--- src/rtl/jk_pkg.sv ---
// Shared definitions for the JK register bank.
// jk_op_e   : operation selected by the {j,k} pair of one channel.
// jk_next() : next state of a single JK bit, given its current value and the operation.
package jk_pkg;

    typedef enum logic [1:0] {
        JK_HOLD = 2'b00,
        JK_CLR  = 2'b01,
        JK_SET  = 2'b10,
        JK_TGL  = 2'b11
    } jk_op_e;

    function automatic logic jk_next(input logic q, input jk_op_e op);
        logic nxt;
        case (op)
            JK_HOLD: nxt = q;
            JK_CLR:  nxt = 1'b0;
            JK_SET:  nxt = 1'b1;
            JK_TGL:  nxt = ~q;
            default: nxt = q;
        endcase
        return nxt;
    endfunction

endpackage

--- src/rtl/jk_cell.sv ---
// One JK channel.
// Ports: clk, rst_n (async, active-low), j, k, en (JK enable), clr and load
// (synchronous, both ignore en), d (load value).
// Outputs: q (registered state), changed (registered: q moved on the last edge),
// flip (combinational: q will move on the coming edge; used for event counting).
// Parameter RESET_BIT: value q takes while rst_n is low.
module jk_cell
    import jk_pkg::*;
#(
    parameter logic RESET_BIT = 1'b0
) (
    input  logic clk,
    input  logic rst_n,
    input  logic j,
    input  logic k,
    input  logic en,
    input  logic clr,
    input  logic load,
    input  logic d,
    output logic q,
    output logic changed,
    output logic flip
);

    logic q_next;

    // clr beats load beats JK.
    always_comb begin
        q_next = q;
        if (clr)
            q_next = 1'b0;
        else if (load)
            q_next = d;
        else if (en)
            q_next = jk_next(q, jk_op_e'({j, k}));
    end

    assign flip = q_next ^ q;

    always_ff @(posedge clk or negedge rst_n) begin
        if (!rst_n) begin
            q       <= RESET_BIT;
            changed <= 1'b0;
        end else begin
            q       <= q_next;
            changed <= flip;
        end
    end

endmodule

--- src/rtl/jk_reg_bank.sv ---
// Bank of WIDTH independent JK flip-flops with a saturating count of bit changes.
// Ports: clk, rst_n (async, active-low), j_i/k_i/en_i (per-channel JK controls),
// clr_i (sync clear of q), load_i/load_data_i (sync parallel load),
// cnt_clr_i (sync clear of event counter and sat flag).
// Outputs: q_o (state), changed_o (per-bit change pulse), event_cnt_o
// (saturating number of bit changes), sat_o (sticky saturation flag).
module jk_reg_bank
    import jk_pkg::*;
#(
    parameter int               WIDTH     = 8,
    parameter int               CNT_W     = 16,
    parameter logic [WIDTH-1:0] RESET_VAL = '0
) (
    input  logic             clk,
    input  logic             rst_n,
    input  logic [WIDTH-1:0] j_i,
    input  logic [WIDTH-1:0] k_i,
    input  logic [WIDTH-1:0] en_i,
    input  logic             clr_i,
    input  logic             load_i,
    input  logic [WIDTH-1:0] load_data_i,
    input  logic             cnt_clr_i,
    output logic [WIDTH-1:0] q_o,
    output logic [WIDTH-1:0] changed_o,
    output logic [CNT_W-1:0] event_cnt_o,
    output logic             sat_o
);

    localparam int POP_W = $clog2(WIDTH + 1);
    // One extra bit so counter + popcount can never wrap before the compare.
    localparam int SUM_W = ((CNT_W > POP_W) ? CNT_W : POP_W) + 1;
    localparam logic [SUM_W-1:0] CNT_MAX = SUM_W'({CNT_W{1'b1}});

    logic [WIDTH-1:0] flip;
    logic [POP_W-1:0] pop;
    logic [SUM_W-1:0] sum;

    for (genvar i = 0; i < WIDTH; i++) begin : g_cell
        jk_cell #(
            .RESET_BIT (RESET_VAL[i])
        ) u_cell (
            .clk     (clk),
            .rst_n   (rst_n),
            .j       (j_i[i]),
            .k       (k_i[i]),
            .en      (en_i[i]),
            .clr     (clr_i),
            .load    (load_i),
            .d       (load_data_i[i]),
            .q       (q_o[i]),
            .changed (changed_o[i]),
            .flip    (flip[i])
        );
    end

    // Changes about to happen on this edge, so the count lands with changed_o.
    always_comb begin
        pop = '0;
        for (int i = 0; i < WIDTH; i++)
            pop = pop + POP_W'(flip[i]);
    end

    assign sum = SUM_W'(event_cnt_o) + SUM_W'(pop);

    always_ff @(posedge clk or negedge rst_n) begin
        if (!rst_n) begin
            event_cnt_o <= '0;
            sat_o       <= 1'b0;
        end else if (cnt_clr_i) begin
            event_cnt_o <= '0;
            sat_o       <= 1'b0;
        end else if (sum > CNT_MAX) begin
            event_cnt_o <= {CNT_W{1'b1}};
            sat_o       <= 1'b1;
        end else begin
            event_cnt_o <= sum[CNT_W-1:0];
        end
    end

endmodule
--- config.mk ---
export PLATFORM = sky130hd
export DESIGN_NAME = jk_reg_bank
export DESIGN_NICKNAME = d
export VERILOG_FILES = /design/src/rtl/jk_pkg.sv /design/src/rtl/jk_cell.sv /design/src/rtl/jk_reg_bank.sv
export SDC_FILE = /design/constraint.sdc
export NUM_CORES = 1
export LEC_CHECK = 0
export BUFFER_PORTS_ARGS = -buffer_cell sky130_fd_sc_hd__buf_2
export CORE_MARGIN = 1.5
export CORE_UTILIZATION = 50
export CTS_BUF_LIST = sky130_fd_sc_hd__clkbuf_8 sky130_fd_sc_hd__clkbuf_16
export CTS_CLUSTER_DIAMETER = 40
export DETAILED_ROUTE_END_ITERATION = 7
export PLACE_DENSITY = 0.79
export SYNTH_ARGS = -nofsm -noshare
export SYNTH_HDL_FRONTEND = slang
export SYNTH_SLANG_ARGS = --single-unit
--- constraint.sdc ---
create_clock -name clk -period 5.5 [get_ports clk]
set_input_delay 1.1 -clock clk [delete_from_list [all_inputs] [get_ports clk]]
set_output_delay 1.1 -clock clk [all_outputs]
set_load 0.03 [all_outputs]
==> out/results.tsv <==
metric	value	unit
Final HPWL DP	3060	um
1st-pass router iterations	4	
Routed Antenna Nets	0	
Top Metal Used	met4	
Slew @ Worst Pin	711	ps
worst hold margin	515	ps
Worst setup EP type	flip-flop	
Total Routing Usage GR	0.199	
Async SR Flop Fraction	1.00	
r2r setup slk	910	ps
synthesized net count	246	
Max Fclk	198	MHz
post-layout net count	302	
Yosys cell types	45	
Met1 Wirelength	1870	um
placed cell area	0.00234	sq mm
die area	0.00455	sq mm
I/O pin cnt	70	
fill cell count	353	
Worst Path Arrival	5180	ps
H-tree depth	2	
worst-path fanout max	11	
met2 routed WL	2000	um
capturing point of the worst reg2reg path	event_cnt_o[11]	
# hold bufs at CTS	0	
# DRC	0	
status	complete, no violations	
post-layout util	0.607	
max cap viols	0	
initial core utilization	0.519	
Die Span Y	67.4	um
core footprint	0.00400	sq mm
wire per inst	13.6	um
CP Launch Type	input port	
initial antenna violation count	0	
max-slew violation count	0	
Max Buffers Root-to-Sink	2	
Cells after Synth	198	
Critical Path End	event_cnt_o[11]	
area added between synthesis and finish	16.9	%
Die X	67.4	um
post-placement cell count	297	
RSZ-0062 raised after global routing	no	
Hold Path Class	flip-flop to flip-flop	
Non-Filler Instances	305	
Setup CP Type	input port to flip-flop	
# port buffers	69	
vias per cell	5.31	
Final Cell Area	0.00243	sq mm
worst path required time	5640	ps
Site Rows	23	
Reg-to-Reg Start	g_cell[2].u_cell.q	
EDFF count, synth	0	
Yosys reg bits	33	
period utilization	0.917	
CTS tree	built	
Primary FF master, synth	dfrtp_1	
Synth Cell Area	0.00208	sq mm
clock root buffer	clkbuf_8	
# clock sinks	33	
met3 routed WL	219	um
Syn Area/Cell	10.5	sq um
clk slew on worst S/H paths	60	ps
Final min period	5040	ps
Pleak	1.30	nW
VDD IR max	237	uV
largest net degree at the start of global routing	34	
setup violators final	0	
commonest non-fill, non-tap cell in the layout	buf_2	
DR iter-0 viols	53	
grt ovf	0	
cells resized by post-CTS repair	0	
most frequent cells in the layout	69 x buf_2, 33 x dfrtp_1, 27 x a21oi_1	
overall via count from detail_route	1619	
Routability Congestion	0.794	
PwrDens	323	mW/mm^2
layout cells sized above 1	0.392	
Final Hold Vio Count	0	
Worst Setup SP	en_i[2]	
Routed WL	4150	um
ANT cells	0	
global-route wire length before repair	6730	um
Synth warnings	0	
worst skew pair latency	290	ps
Seq/Total Area, Yosys	0.398	
Inserted Clock Buffers	5	
vias in the first global route	1404	
Slew HR	0.526	
Setup Skew	6.49	ps
worst reg2reg path depth	16	
setup tns final	0	ps
Post-CTS Setup Bufs	0	
==> report_power, final <==
group / total, W / switching, W / internal (W)
Combinational: 0.000325 / 0.000194 / 0.000131
Sequential: 0.000282 / 0.0000160 / 0.000266
Clock: 0.000176 / 0.0000903 / 0.0000858
Total: 0.000783 / 0.000300 / 0.000483
==> routing by layer <==
metal	vias to the layer above	GRT usage
met3	6	0.0550
li1	786	-
met4	0	0.0587
met2	45	0.298
met1	782	0.282
met5	-	0
==> how the worst min path moves through the flow <==
| stage | startpoint | endpoint | cells past startpoint |
|---|---|---|---|
| 2_1_floorplan | g_cell[4].u_cell.q | g_cell[4].u_cell.changed | 1 |
| 3_3_place_gp | sat_o | sat_o | 2 |
| 3_5_place_dp | sat_o | sat_o | 2 |
| 4_1_cts | sat_o | sat_o | 2 |
| 5_1_grt | sat_o | sat_o | 2 |
| 6_report | sat_o | sat_o | 2 |
==> layout make-up <==
type                       count  area (sq um)  area share
multi-input combinational    126          1030       0.427
tap                           50          62.6      0.0258
clock buffer                   5          68.8      0.0284
inverter                      18          67.6      0.0278
sequential                    33           826       0.340
clock inverter                 3          13.8     0.00567
timing repair buffer          70           353       0.145
==> cells in the mapped netlist, drive strengths merged, types with 2 or more instances <==
master / n / area share
a211oi: 3 / 0.013
a21oi: 30 / 0.081
a311oi: 11 / 0.046
a31oi: 2 / 0.0060
and3: 3 / 0.016
buf: 19 / 0.068
clkbuf: 2 / 0.0036
dfrtp: 33 / 0.40
fa: 5 / 0.048
ha: 6 / 0.036
inv: 18 / 0.033
nand2: 5 / 0.0090
nand2b: 2 / 0.0096
nand3: 2 / 0.0072
nor2: 5 / 0.020
nor2b: 2 / 0.0060
o211a: 2 / 0.0096
o211ai: 3 / 0.016
o21ai: 4 / 0.0096
or2: 9 / 0.027
xnor2: 12 / 0.051
xor2: 11 / 0.046
==> flip-flops by register name, summed over array words and instances, names as in the netlist <==
| name | count |
|---|---|
| event_cnt_o | 16 |
| g_cell.u_cell.changed | 8 |
| g_cell.u_cell.q | 8 |
| sat_o | 1 |
==> critical path: stages <==
cell and delay, ps:
buf_2 90, a21oi_1 60, a311oi_1 250, a21oi_1 60, or2_2 320, xor2_1 170, fa_1 530, fa_1 430
fa_1 510, fa_1 180, inv_1 50, fa_1 410, a211o_1 320, o211ai_2 120, nor2_4 90, nand2_1 340
a31oi_1 150
==> kinds of logic (layout without fill, tap and decap cells) <==
| group | after synthesis | after routing | share of synthesized area |
|---|---|---|---|
| flops | 33 | 33 | 0.398 |
| compound gates | 59 | 59 | 0.198 |
| fa+ha+maj | 11 | 11 | 0.0844 |
| buf+inv | 39 | 96 | 0.104 |
| simple gates | 33 | 33 | 0.119 |
| xor+xnor | 23 | 23 | 0.0970 |
==> stage by stage <==
stage | power (W) | setup slack [ps]
2_1_floorplan | 0.000537 | 441
3_3_place_gp | 0.000600 | 271
3_5_place_dp | 0.000606 | 137
4_1_cts | 0.000787 | 435
5_1_grt | 0.000843 | 148
6_report | 0.000783 | 457
Power figures use the tool's default switching activity.
